## config.mk

```make
export PLATFORM = sky130hd
export DESIGN_NAME = time_pulse_gen_flat
export DESIGN_NICKNAME = d
export VERILOG_FILES = /design/src/rtl/agc_timing_pkg.sv /design/src/rtl/time_pulse_gen_if.sv /design/src/rtl/tpg_step_sync.sv /design/src/rtl/time_pulse_gen.sv /design/src/flat_wrapper.sv
export SDC_FILE = /design/constraint.sdc
export NUM_CORES = 1
export LEC_CHECK = 0
export ABC_AREA = 1
export CAP_MARGIN = 20
export CORE_MARGIN = 10
export CORE_UTILIZATION = 55
export DETAILED_ROUTE_END_ITERATION = 16
export DONT_BUFFER_PORTS = 1
export PLACE_DENSITY = 0.82
export SYNTH_ARGS = -nofsm -noshare
export SYNTH_HDL_FRONTEND = slang
export SYNTH_HIERARCHICAL = 1
export SYNTH_SLANG_ARGS = --single-unit
```

## constraint.sdc

```tcl
create_clock -name CLOCK -period 4.65 [get_ports CLOCK]
set_input_delay 0.465 -clock CLOCK [delete_from_list [all_inputs] [get_ports CLOCK]]
set_output_delay 0.465 -clock CLOCK [all_outputs]
set_load 0.005 [all_outputs]
```

## src/rtl/agc_timing_pkg.sv

```systemverilog
// Shared AGC timing definitions: time-pulse count, sequencer states, one-hot helper.
package agc_timing_pkg;
  localparam int TP_COUNT = 12;

  typedef enum logic [1:0] {
    RUN   = 2'd0,
    STALL = 2'd1,
    STEP  = 2'd2
  } tpg_state_e;

  function automatic logic [TP_COUNT:1] tp_onehot(input logic [3:0] tp);
    tp_onehot = TP_COUNT'(1) << (tp - 4'd1);
  endfunction
endpackage

```

## src/rtl/time_pulse_gen_if.sv

```systemverilog
// Time pulse generator control/status bundle; the sequencer sits on the slave side.
interface time_pulse_gen_if;
  import agc_timing_pkg::*;
  logic                STRT2;
  logic                STOP_;
  logic [TP_COUNT:1]   T;
  logic [TP_COUNT:1]   T_;
  logic                PHS2_;
  logic                PHS4_;
  logic                GOJAM;
  logic                STOPPED;

  modport master (output STRT2, STOP_, input T, T_, PHS2_, PHS4_, GOJAM, STOPPED);
  modport slave  (input STRT2, STOP_, output T, T_, PHS2_, PHS4_, GOJAM, STOPPED);
endinterface

```

## src/rtl/tpg_step_sync.sv

```systemverilog
// MSTEP two-flop synchronizer plus rising-edge detect (built only with TPG_SINGLE_STEP_EN).
module tpg_step_sync (
  input  logic CLOCK,
  input  logic rst_,
  input  logic MSTEP,
  output logic step_rise
);
  // sh[1:0] is the synchronizer, sh[2] holds the previous synchronized level
  logic [2:0] sh;

  always_ff @(posedge CLOCK or negedge rst_) begin
    if (!rst_) sh <= '0;
    else       sh <= {sh[1:0], MSTEP};
  end

  assign step_rise = sh[1] & ~sh[2];
endmodule

```

## src/rtl/time_pulse_gen.sv

```systemverilog
// AGC time pulse sequencer: T01..T12 ring, phase strobes, GOJAM and stop/stall control.
// Define TPG_SINGLE_STEP_EN to add the MSTEP input and the single-MCT STEP state.
module time_pulse_gen
  import agc_timing_pkg::*;
#(
  parameter int DIV = 2
) (
  input  logic CLOCK,
  input  logic rst_,
`ifdef TPG_SINGLE_STEP_EN
  input  logic MSTEP,
`endif
  time_pulse_gen_if.slave tp_bus
);
  localparam int              PH_W    = (DIV > 2) ? $clog2(DIV) : 1;
  localparam logic [PH_W-1:0] PH_LAST = PH_W'(DIV - 1);
  localparam logic [3:0]      TP_LAST = 4'(TP_COUNT);

  logic [3:0]        tp, tp_n;
  logic [PH_W-1:0]   ph, ph_n;
  tpg_state_e        state, state_n;
  logic              wrap, gojam_n, run_n;
  logic              gojam_q, stopped_q, phs2_q, phs4_q;
  logic [TP_COUNT:1] t_q, tn_q;

`ifdef TPG_SINGLE_STEP_EN
  logic step_rise;

  tpg_step_sync u_step_sync (
    .CLOCK     (CLOCK),
    .rst_      (rst_),
    .MSTEP     (MSTEP),
    .step_rise (step_rise)
  );
`endif

  // STEP sequences exactly like RUN; only the way it is entered differs.
  // A stall is left on any clock that samples STOP_=1 or STRT2=1.
  always_comb begin
    state_n = state;
    tp_n    = tp;
    ph_n    = ph;
    wrap    = 1'b0;
    if (state == STALL) begin
      if (tp_bus.STRT2 || tp_bus.STOP_) begin
        state_n = RUN;
        wrap    = 1'b1;
      end
`ifdef TPG_SINGLE_STEP_EN
      else if (step_rise) begin
        state_n = STEP;
        wrap    = 1'b1;
      end
`endif
    end else if (ph != PH_LAST) begin
      ph_n = ph + 1'b1;
    end else if (tp != TP_LAST) begin
      tp_n = tp + 4'd1;
      ph_n = '0;
    end else if (!tp_bus.STOP_) begin
      state_n = STALL;
    end else begin
      state_n = RUN;
      wrap    = 1'b1;
    end
    if (wrap) begin
      tp_n = 4'd1;
      ph_n = '0;
    end
    gojam_n = tp_bus.STRT2 | (gojam_q & ~wrap);
    run_n   = (state_n != STALL);
  end

  // Outputs are registered from next-state values so every pin comes off a flop
  always_ff @(posedge CLOCK or negedge rst_) begin
    if (!rst_) begin
      state     <= RUN;
      tp        <= TP_LAST;
      ph        <= PH_LAST;
      gojam_q   <= 1'b1;
      stopped_q <= 1'b0;
      t_q       <= tp_onehot(TP_LAST);
      tn_q      <= ~tp_onehot(TP_LAST);
      phs2_q    <= 1'b1;
      phs4_q    <= 1'b0;
    end else begin
      state     <= state_n;
      tp        <= tp_n;
      ph        <= ph_n;
      gojam_q   <= gojam_n;
      stopped_q <= ~run_n;
      t_q       <= tp_onehot(tp_n);
      tn_q      <= ~tp_onehot(tp_n);
      phs2_q    <= ~(run_n && (ph_n == '0));
      phs4_q    <= ~(run_n && (ph_n == PH_LAST));
    end
  end

  assign tp_bus.T       = t_q;
  assign tp_bus.T_      = tn_q;
  assign tp_bus.PHS2_   = phs2_q;
  assign tp_bus.PHS4_   = phs4_q;
  assign tp_bus.GOJAM   = gojam_q;
  assign tp_bus.STOPPED = stopped_q;
endmodule

```

## src/flat_wrapper.sv

```systemverilog
// flat-port wrapper written by rule: the top's interface ports become plain ports
module time_pulse_gen_flat import agc_timing_pkg::*;
#(
  parameter int DIV = 2
)
  (CLOCK, rst_, tp_bus_STRT2, tp_bus_STOP_, tp_bus_T, tp_bus_T_, tp_bus_PHS2_, tp_bus_PHS4_, tp_bus_GOJAM, tp_bus_STOPPED);
  time_pulse_gen_if tp_bus_i ();
  input  logic CLOCK;
  input  logic rst_;
  input wire logic [$bits(tp_bus_i.STRT2)-1:0] tp_bus_STRT2;
  input wire logic [$bits(tp_bus_i.STOP_)-1:0] tp_bus_STOP_;
  output wire logic [$bits(tp_bus_i.T)-1:0] tp_bus_T;
  output wire logic [$bits(tp_bus_i.T_)-1:0] tp_bus_T_;
  output wire logic [$bits(tp_bus_i.PHS2_)-1:0] tp_bus_PHS2_;
  output wire logic [$bits(tp_bus_i.PHS4_)-1:0] tp_bus_PHS4_;
  output wire logic [$bits(tp_bus_i.GOJAM)-1:0] tp_bus_GOJAM;
  output wire logic [$bits(tp_bus_i.STOPPED)-1:0] tp_bus_STOPPED;
  assign tp_bus_i.STRT2 = tp_bus_STRT2;
  assign tp_bus_i.STOP_ = tp_bus_STOP_;
  assign tp_bus_T = tp_bus_i.T;
  assign tp_bus_T_ = tp_bus_i.T_;
  assign tp_bus_PHS2_ = tp_bus_i.PHS2_;
  assign tp_bus_PHS4_ = tp_bus_i.PHS4_;
  assign tp_bus_GOJAM = tp_bus_i.GOJAM;
  assign tp_bus_STOPPED = tp_bus_i.STOPPED;
  time_pulse_gen #(.DIV(DIV)) u_core (.CLOCK(CLOCK), .rst_(rst_), .tp_bus(tp_bus_i));
endmodule
```

**Yosys cells after proc, flatten, opt, wreduce, memory -nomap -nowiden**

Cells that the tools add are included.

- Flip-flop bits (word level): 35
- Word-level logic and storage cells: 45

- Add/subtract/negate cells: 3
- Eq/ne operators: 3
- Shifts and indexed selects: 1
- Muxes and demuxes: 18
- Bitwise logic cells: 8
- Reduce and logical (&&, ||, !) cells: 3

Operator list:

| operator | number |
|---|---|
| $mux W4 | 4 |
| $not A12 Y12 | 1 |
| $shl A1 B4 Y12 const A | 1 |
| $mux W1 | 10 |
| $mux W2 | 4 |
| $not A1 Y1 | 5 |
| $add A4 B1 Y4 const B | 1 |
| $ne A4 B4 Y1 const B | 1 |
| $sub A4 B1 Y4 const B | 1 |
| $eq A2 B1 Y1 const B | 1 |
| $logic_and A1 B1 Y1 | 2 |
| $ne A2 B1 Y1 const B | 1 |
| $add A1 B1 Y1 const B | 1 |
| $and A1 B1 Y1 | 1 |
| $logic_or A1 B1 Y1 | 1 |
| $or A1 B1 Y1 | 1 |

**Logic depth before layout (Yosys ltp)**

Gate-level depths: netlist of the first run.

- Depth in word-level cells: 8
- Gate-level depth with buffers: 11
- Gate-level depth less buffers: 11

**Worst setup path before layout of the first run**

OpenSTA, ideal clock, no wires.

- Path kind: register -> register
- From: register u_core.tp[0]
- To: register u_core.tn_q (netlist bit u_core/tp_bus.T_[5])
- Library setup time: 0.072 ns
- Arrival: 1.440 ns
- Path slack: 3.138 ns
- Cell stages (with the launch flop): 12
- Path buffers: 0
- Clock period less this slack: 1.512 ns
- Cell sequence: dfrtp_1 > inv_1 > ha_1 > nand2_2 > nor2_4 > nand3_4 > nand3_2 > inv_2 > nand2_2 > nand2_2 > nor2_4 > inv_2

- Longest elaborated chain between the ends: 8
- Elaborated cells on any way between the ends: 12
- Classes of those cells: add/sub (2); eq/ne (1); shift (1); mux (7); bitwise (1)

RTL lines:

| what | RTL line | RTL |
|---|---|---|
| start, declared | time_pulse_gen.sv:19 | `logic [3:0] tp, tp_n;` |
| start signal, assigned | time_pulse_gen.sv:88 | `tp <= tp_n;` |
| $add A4 B1 Y4 or $ne A4 B4 Y1 (tied branches) | time_pulse_gen.sv:58, time_pulse_gen.sv:57 |  |
| $mux W4 or $mux W1 (tied branches) | time_pulse_gen.sv:57 | `end else if (tp != TP_LAST) begin` |
| $mux W4 or $mux W1 (tied branches) | time_pulse_gen.sv:55 | `end else if (ph != PH_LAST) begin` |
| $mux W4 or $mux W1 (tied branches) | time_pulse_gen.sv:44 | `if (state == STALL) begin` |
| $mux W4 (*) | time_pulse_gen.sv:66 | `if (wrap) begin` |
| $sub A4 B1 Y4 (*) | agc_timing_pkg.sv:12 | `tp_onehot = TP_COUNT'(1) << (tp - 4'd1);` |
| $shl A1 B4 Y12 (*) | agc_timing_pkg.sv:12 |  |
| $not A12 Y12 (*) | time_pulse_gen.sv:93 | `tn_q <= ~tp_onehot(tp_n);` |
| end signal, assigned | time_pulse_gen.sv:83 | `tn_q <= ~tp_onehot(TP_LAST);` |
| end signal, assigned | time_pulse_gen.sv:93 |  |
| end, declared | time_pulse_gen.sv:24 | `logic [TP_COUNT:1] t_q, tn_q;` |

Every way passes the cells marked *; elsewhere a longest branch is shown, timed or not.

**Final worst setup path of the first run**

- From: register u_core.tp[0]
- To: register u_core.t_q (netlist bit u_core/tp_bus.T[5])

- Longest elaborated chain between the ends: 7
- Elaborated cells on any way between the ends: 11
- Classes of those cells: add/sub (2); eq/ne (1); shift (1); mux (7)

RTL lines:

| what | RTL line | RTL |
|---|---|---|
| $add A4 B1 Y4 or $ne A4 B4 Y1 (tied branches) | time_pulse_gen.sv:58, time_pulse_gen.sv:57 |  |
| $mux W4 or $mux W1 (tied branches) | time_pulse_gen.sv:57 |  |
| $mux W4 or $mux W1 (tied branches) | time_pulse_gen.sv:55 |  |
| $mux W4 or $mux W1 (tied branches) | time_pulse_gen.sv:44 |  |
| $mux W4 (*) | time_pulse_gen.sv:66 |  |
| $sub A4 B1 Y4 (*) | agc_timing_pkg.sv:12 |  |
| $shl A1 B4 Y12 (*) | agc_timing_pkg.sv:12 |  |
| end signal, assigned | time_pulse_gen.sv:82 | `t_q <= tp_onehot(TP_LAST);` |
| end signal, assigned | time_pulse_gen.sv:92 | `t_q <= tp_onehot(tp_n);` |
| end, declared | time_pulse_gen.sv:24 |  |

Marked as above.

==> impl.org, run 1 <==
** Global routing
- Summed over all layers, the global routing overflow is 0.
- Entering global routing, the biggest net connects 36 pins.
- Antenna violations before repair :: 0
- In the global route stage, overall resource usage came out at 0.114.
- The first global-routing pass estimated 4790 um of wire.
- The via count of the first global-routing pass was 1005.

** Placement
- Port Buffer Count :: 0
- Placement-stage cell area :: 1600 um2
- At the end of routability-driven placement, the weighted congestion stood at 0.870.
- Half-perimeter wire length after placement :: 2180 um

** Clocking
- Number of instances resized during post-cts repair :: 0
- Clock tree synthesis selected as its root buffer the cell sky130_fd_sc_hd__clkbuf_4.
- Clock-pin slew of the registers on the worst-case setup and hold paths :: 0.11 ns
- The number of setup buffers added after CTS is 0.
- CTS H-tree lvls :: 2
- Counting along the longest clock path gives a buffer depth of 2.
- Clock tree from TritonCTS :: built
- Clock latency reported for the late side of the worst-skew pair :: 0.33 ns
- CTS saw 35 sinks.
- CTS Buf Count :: 5

** Power and ir drop
- Internal power component :: 0.000778 W
- Leakage Power :: 0.825 nW
- Sequential fraction of design power :: 0.371
- The share of total power dissipated in combinational logic is 0.480.
- The worst-case IR drop observed on VDD is 0.476 mV.
- Of the total power, the clock network draws 0.149.
- Switching component of the power :: 0.000666 W
- Switching share of power :: 0.461
- Power per unit of standard cell area :: 842 nW/um2

** Logic synthesis
- Counting flops with a built-in enable in the synthesized netlist gives 0.
- Area leader, netlist :: sky130_fd_sc_hd__dfrtp_1
- Total standard cell area after synthesis :: 1570 um2
- Counting distinct cell types in the post-synthesis netlist gives 25.
- Cells taking the most area after synthesis :: sky130_fd_sc_hd__dfrtp_1 (29%), sky130_fd_sc_hd__dfstp_2 (28%), sky130_fd_sc_hd__nor2_4 (6.4%)
- Number of warnings issued by yosys :: 6
- Post-synth top area share :: 0.286
- Leading post-synthesis cells by instance count :: sky130_fd_sc_hd__nand2_1 (24), sky130_fd_sc_hd__dfrtp_1 (18), sky130_fd_sc_hd__dfstp_2 (17), sky130_fd_sc_hd__nor2_1 (15), sky130_fd_sc_hd__inv_1 (13)
- Of all flip-flops after synthesis, the portion carrying an async set or reset was 1.00.
- Number of standard cells after synthesis :: 148
- For this run, the register share of the synthesized area comes to 0.570.
- sky130_fd_sc_hd__nand2_1 is the most common cell in the netlist.
- Post-Syn Area per Cell :: 10.6 um2
- The number of nets handed over by synthesis was 154.
- Among all flip-flop cells after synthesis, the most frequent one is sky130_fd_sc_hd__dfrtp_1.
- Register bit total from synthesis :: 35

** Floorplanning
- The initial utilization of the core area, before any placement, comes to 0.575.
- The die is 73.5 um wide.
- The floorplan step set the die height to 73.5 um.
- I/O pin cnt :: 32
- Std cell rows :: 19
- Floorplan core area :: 2730 um2
- Full die area :: 5400 um2

** Worst setup path
- The worst setup path is captured at a flop.
- Data on the critical path is required at its endpoint by 4.87 ns.
- The worst setup path is of the flop to flop kind.
- The signal on the critical path passes through inv_1, ha_1, nand3_1, nor2_2, nor2_1, nand3_1, nand2_2, nand2_2, nor2_4.
- Among all stages on the critical path, the largest delay is contributed by sky130_fd_sc_hd__dfrtp_1.
- On the worst path, the slowest cell contributes a delay of 0.44 ns.
- Top fanout value on the critical path :: 7
- Arrival @ worst endpoint :: 1.96 ns
- Startpoint kind of the worst setup timing path :: flop

** STA
- Count of final setup violators :: 0
- Between clock sinks in the finished design, the worst skew comes to 0.0130 ns.
- The smallest clock period supported by the final layout is computed as 1.74 ns.
- Slew Limit Fails :: 0
- Slew at the pin closest to its max-slew limit :: 0.305 ns
- After routing, the total negative slack on setup checks comes to 0 ns.
- Based on the critical path, the design can be clocked at up to 575 MHz.
- Setup repair after global routing missed its margin :: no
- Of the available clock period, the critical path in the final layout requires 0.374.
- Count of endpoints failing hold in the final timing report :: 0
- In this run the tightest slew margin relative to its limit is 0.796.

** Run
- Across the run, the number of max-cap violations was 0.

** Layout
- Finished Core Util :: 0.627
- For this run, the post-layout net count is 162.
- Of the cells placed in the final design, the portion with a size suffix greater than 1 is 0.439.
- The finished cells cover 1720 um2.
- The filler cells instantiated in the layout total 212.
- The number of antenna diodes in the final layout is 0.
- Compared with the post-synthesis result, the final layout area differs by 9.07%.

** Detailed routing
- In the final routed layout, each cell accounts on average for 15.2 um.
- Via total after detailed routing :: 983
- For this run, design rule violations remaining after detail routing come to 0.
- Antenna viol nets, final :: 0
- The first routing iteration left 29 violations.
- Detailed-route vias per instance :: 5.23
- First drt pass iteration count :: 4
- The routed design has 2850 um of wire.

** Worst hold path
- Class of the worst hold path :: input pin to flop

** Run status
- The run finished with clean final reports.
state kept, by name (all words and copies together) (netlist names):
name	flops
u_core/tp_bus.GOJAM	1
u_core/tp_bus.PHS2_	1
u_core/tp_bus.STOPPED	1
u_core/state	2
u_core/tp_bus.PHS4_	1
u_core/ph	1
u_core/tp_bus.T_	12
u_core/tp	4
u_core/tp_bus.T	12
power groups by stage:
stage	clock, W	sequential (W)	combinational, W
2_1_floorplan	0	0.000506	0.000592
3_3_place_gp	0	0.000543	0.000669
3_5_place_dp	0	0.000546	0.000688
4_1_cts	0.000221	0.000540	0.000698
5_1_grt	0.000236	0.000546	0.000782
6_report	0.000216	0.000535	0.000693
cell type report:
type | instances | area (um2) | share of cell area
sequential | 35 | 897 | 0.523
multi-input combinational | 89 | 577 | 0.336
inverter | 23 | 91.3 | 0.0532
clock inverter | 3 | 43.8 | 0.0255
tap | 31 | 38.8 | 0.0226
clock buffer | 5 | 37.5 | 0.0219
timing repair buffer | 2 | 30.0 | 0.0175
routing by layer:
metal  routed length, um  global-route usage  vias to the layer above
li1                    -                   -                      479
met1                1130               0.127                      475
met2                1430               0.187                       24
met3                 253              0.0498                        5
met4                  41              0.0476                        0
met5                   0                   0                        -
worst max-delay path: cells and delay by family (launching register included):
kind / cells / cell delay [ns]
AND/OR/NAND/NOR: 7 / 0.88
flip-flops: 1 / 0.44
adder cells (fa/ha/maj): 1 / 0.19
buffers and inverters: 1 / 0.11
timing repair:
action / in CTS / in global routing
endpoints found under the setup margin: 0 / 0
hold buffers: 2 / 0
hold endpoints to repair: 35 / 0
cells by family (layout without fill, tap and decap cells):
logic type / after synthesis / after routing / synth area share
AND/OR/NAND/NOR: 83 / 83 / 0.336
AO/OA/AOI/OAI: 4 / 4 / 0.0151
adder cells (fa/ha/maj): 2 / 2 / 0.0159
buffers and inverters: 24 / 33 / 0.0629
flip-flops: 35 / 35 / 0.570
worst paths after layout:
kind                                           startpoint                            end  slack [ns]  cells after the start
worst max-delay path               u_core/tp[0]$_DFF_PN0_   u_core/tp_bus.T[5]$_DFF_PN0_        2.91                      9
worst min-delay path                         tp_bus_STRT2  u_core/tp_bus.GOJAM$_DFF_PN1_        0.23                      1
worst max register to register     u_core/tp[0]$_DFF_PN0_   u_core/tp_bus.T[5]$_DFF_PN0_        2.91                      9
worst min register to register  u_core/state[1]$_DFF_PN0_      u_core/state[1]$_DFF_PN0_        0.57                      2
max in group asynchronous                            rst_  u_core/tp_bus.PHS2_$_DFF_PN1_        3.83                      2
min in group asynchronous                            rst_  u_core/tp_bus.PHS4_$_DFF_PN0_        0.56                      2
through the flow:
step                std cells  hold WS, ns  total power (W)  setup WS, ns
detailed placement        178        0.171          0.00123          2.96
global route              188        0.212          0.00156          2.76
global placement          178        0.170          0.00121          3.01
finish                    188        0.229          0.00144          2.91
CTS                       188        0.222          0.00146          2.93
floorplan                 148        0.169          0.00110          3.14
placed cells by master (no fill, tap or decap), types with 3 or more instances in the layout:
cell type	count
sky130_fd_sc_hd__inv_2	8
sky130_fd_sc_hd__nor2_4	9
sky130_fd_sc_hd__nand2_2	9
sky130_fd_sc_hd__nand3_2	3
sky130_fd_sc_hd__nand4_2	3
sky130_fd_sc_hd__nand2_1	24
sky130_fd_sc_hd__nand3_1	8
sky130_fd_sc_hd__dfrtp_1	18
sky130_fd_sc_hd__nor2_1	15
sky130_fd_sc_hd__inv_1	13
sky130_fd_sc_hd__clkbuf_4	5
sky130_fd_sc_hd__dfstp_2	17
No activity file was read; power rests on OpenSTA's default activity.
==> inputs of run 2 (changes only) <==
--- a/config.mk
+++ b/config.mk
@@ -11,7 +11,7 @@
 export CORE_UTILIZATION = 55
 export DETAILED_ROUTE_END_ITERATION = 16
 export DONT_BUFFER_PORTS = 1
-export PLACE_DENSITY = 0.82
+export PLACE_DENSITY = 0.85
 export SYNTH_ARGS = -nofsm -noshare
 export SYNTH_HDL_FRONTEND = slang
 export SYNTH_HIERARCHICAL = 1
==> constraint.sdc (replaced) <==
create_clock -name CLOCK -period 1.45 [get_ports CLOCK]
set_input_delay 0.145 -clock CLOCK [delete_from_list [all_inputs] [get_ports CLOCK]]
set_output_delay 0.145 -clock CLOCK [all_outputs]
set_load 0.005 [all_outputs]
==> run 2 against run 1 <==
Effect of this change: the run now ends with setup timing left; utilization increased by 18 points; routed wire length is 59% higher; via count grew 25%; clock skew shrank 0.0055 ns.
==> impl.org, run 2 (synthesized netlist as in run 1, its figures left out) <==
** Floorplanning
- Width of the die :: 73.5 um (unchanged)
- Die height :: 73.5 um (unchanged)
- Starting Density :: 0.575 (unchanged)
- Floorplan core area :: 2730 um2 (unchanged)
- The count of pins on the block boundary was 32 (unchanged).
- The overall die area came to 5400 um2 (unchanged).
- The count of standard-cell rows came to 19 (unchanged).

** Placement
- Placement-stage cell area :: 1800 um2 (+12%)
- The placer's final routability congestion estimate is 0.870 (about the same).
- The count of buffers inserted at the top-level ports is 0 (unchanged).
- Half-perimeter wire length after placement :: 2450 um (+12%)

** Global routing
- Antenna violations before repair :: 0 (unchanged)
- Overall fraction of global-route tracks in use :: 0.141 (+0.0272)
- Wire length of the first global-routing pass :: 5800 um (+21%)
- Vias in the first global route :: 1157 (+15%)
- The pin count of the biggest net entering global routing was 36 (unchanged).
- Remaining global-route overflow :: 0 (unchanged)

** Worst hold path
- The path class of the tightest hold or removal check is input pin to flop.
- Hold path startpoint :: tp_bus_STRT2

** STA
- Slew at the pin closest to its max-slew limit :: 0.306 ns (+0.00146 ns)
- Worst setup slack after layout :: -0.220 ns (-3.13 ns)
- Setup repair after global routing could not meet its margin everywhere.
- Worst relative slew slack :: 0.795 (-0.00134)
- Count of final setup violators :: 30 (+30)
- F_max :: 599 MHz (+4.2%)
- Period minus WS final :: 1.67 ns (-0.0700 ns)
- The final clock period utilization by the worst path is 1.15 (+0.778).
- Slew Limit Fails :: 0 (unchanged)
- The total count of hold-check failures in the final report was 0 (unchanged).
- The largest clock skew in the final design is 0.00749 ns (-0.00549 ns).

** Detailed routing
- The via density per instance came to 5.73 (+9.7%).
- Detailed-route wire length per cell :: 21.1 um (+39%)
- The number of design-rule violations left by the first detailed-router iteration came to 71 (+140%).
- The overall routed net length was 4530 um (+59%).
- First drt pass iteration count :: 4 (unchanged)
- The number of vias in the routed layout is 1233 (+25%).
- Antenna viol nets, final :: 0 (unchanged)
- The final routed DRC violation total came to 0 (unchanged).

** Clocking
- Clock latency reported for the late side of the worst-skew pair :: 0.35 ns (+0.02 ns)
- The maximum buffer depth of the clock tree is 2 (unchanged).
- CTS H-tree lvls :: 2 (unchanged)
- Clock tree from TritonCTS :: built
- Clock-pin slew of the registers on the worst-case setup and hold paths :: 0.11 ns (about the same)
- The total number of clock tree sinks is 35 (unchanged).
- CTS Buf Count :: 5 (unchanged)
- Root buffer cell :: sky130_fd_sc_hd__clkbuf_4

** Layout
- Leading cell types in the layout, fill and taps excluded :: sky130_fd_sc_hd__dfstp_2 (17), sky130_fd_sc_hd__dfrtp_1 (17), sky130_fd_sc_hd__buf_4 (16)
- The number of nets at the end of the flow was 189 (+17%).
- The share of cells above drive strength 1 came to 0.690 (+0.251).
- The number of inserted diodes is 0 (unchanged).
- The area growth from synthesis to layout is 39.8%.
- The area of all placed cells without fillers was 2200 um2 (+28%).

** Worst setup path
- The endpoint arrival time on the critical path was 1.94 ns (-0.02 ns).
- The number of buffer and inverter instances along the worst setup path came to 2 (+1).
- STA classifies the critical path startpoint as a flop.
- Top fanout value on the critical path :: 6 (-1)
- Beginning of the critical path :: u_core/tp[0]$_DFF_PN0_
- Crit path kind :: flop to flop
- Crit-path slowest cell :: sky130_fd_sc_hd__dfrtp_2
- Reg-to-Reg Start :: u_core/tp[0]$_DFF_PN0_
- On the critical path the largest part of the delay comes from simple AND/OR/NAND/NOR gates.
- Walking the worst path, the cells encountered are inv_2, ha_4, nand2_4, nor2_4, nand3_4, nand3_4, nor2_4, buf_12, nor3_2.
- The largest stage delay on the critical path was 0.44 ns (about the same).
- Required time reported for the critical path endpoint :: 1.71 ns (-3.16 ns)
- Worst Setup End Kind :: flop

** Run status
- Status :: finished with violations
- The checks that failed: setup timing.

** Run
- The number of max-cap violations came to 0 (unchanged).
[run 2: changes by cell type in the layout (fill, tap and decap cells not counted), sizes merged]
| cell | before | now |
|---|---|---|
| dlygate4sd3 | 1 | 2 |
| buf | 1 | 27 |
| clkinv | 2 | 1 |
| clkbuf | 5 | 6 |
[run 2: through the flow]
| stage | utilization | TNS [ns] | setup WS (ns) | hold slack, ns | std cells |
|---|---|---|---|---|---|
| 6_report | 0.804 | -4.65 | -0.220 | 0.134 | 215 |
| 5_1_grt | 0.804 | -6.61 | -0.297 | 0.107 | 215 |
| 4_1_cts | 0.752 | -2.47 | -0.126 | 0.0993 | 211 |
| 3_5_place_dp | 0.660 | -3.14 | -0.182 | -0.149 | 197 |
| 3_3_place_gp | 0.660 | -1.52 | -0.125 | -0.150 | 197 |
| 2_1_floorplan | - | -0.211 | -0.0441 | -0.151 | 148 |
[run 2: path summary, 6_finish.rpt]
path	endpoint	slack, ns	cells past startpoint
worst max-delay path	u_core/tp_bus.T[1]$_DFF_PN0_	-0.22	9
worst min-delay path	u_core/state[0]$_DFF_PN0_	0.13	3
worst max register to register	u_core/tp_bus.T[1]$_DFF_PN0_	-0.22	9
worst min register to register	u_core/tp_bus.GOJAM$_DFF_PN1_	0.59	1
max in group asynchronous	u_core/tp_bus.T_[6]$_DFF_PN1_	0.96	2
min in group asynchronous	u_core/tp_bus.T[1]$_DFF_PN0_	0.23	2
[run 2: worst min-delay path, stage by stage]
cell,delay (ns)
sky130_fd_sc_hd__nor2_1,0.05
sky130_fd_sc_hd__nor2_4,0.15
sky130_fd_sc_hd__nor3_2,0.09
[run 2: cell type report]
| cell class | count | area [um2] |
|---|---|---|
| Multi-Input combinational cell | 89 | 795 |
| Tap cell | 31 | 38.8 |
| Sequential cell | 35 | 898 |
| Inverter | 23 | 98.8 |
| Clock inverter | 2 | 35.0 |
| Timing Repair Buffer | 29 | 282 |
| Fill cell | 129 | 536 |
| Clock buffer | 6 | 51.3 |
[run 2: repair_timing]
action | 4_1_cts | 5_1_grt
endpoints found under the hold margin | 36 | 0
hold buffers | 3 | 0
gates resized for setup | 26 | 26
setup buffers | 3 | 5
endpoints found under the setup margin | 29 | 32
pin swaps | 14 | 9
[run 2: per-layer routing]
layer | part of all wire | vias to the layer above | wire, um | GRT usage
met5 | 0 | - | 0 | 0
met4 | 0.054 | 0 | 243 | 0.0994
met3 | 0.073 | 26 | 330 | 0.0404
met2 | 0.52 | 76 | 2350 | 0.239
met1 | 0.35 | 599 | 1610 | 0.147
li1 | - | 532 | - | -
Power of run 2 is left out: the tool's default activity adds up to more than one toggle a clock period on the data nets, which glitch-free logic cannot reach.
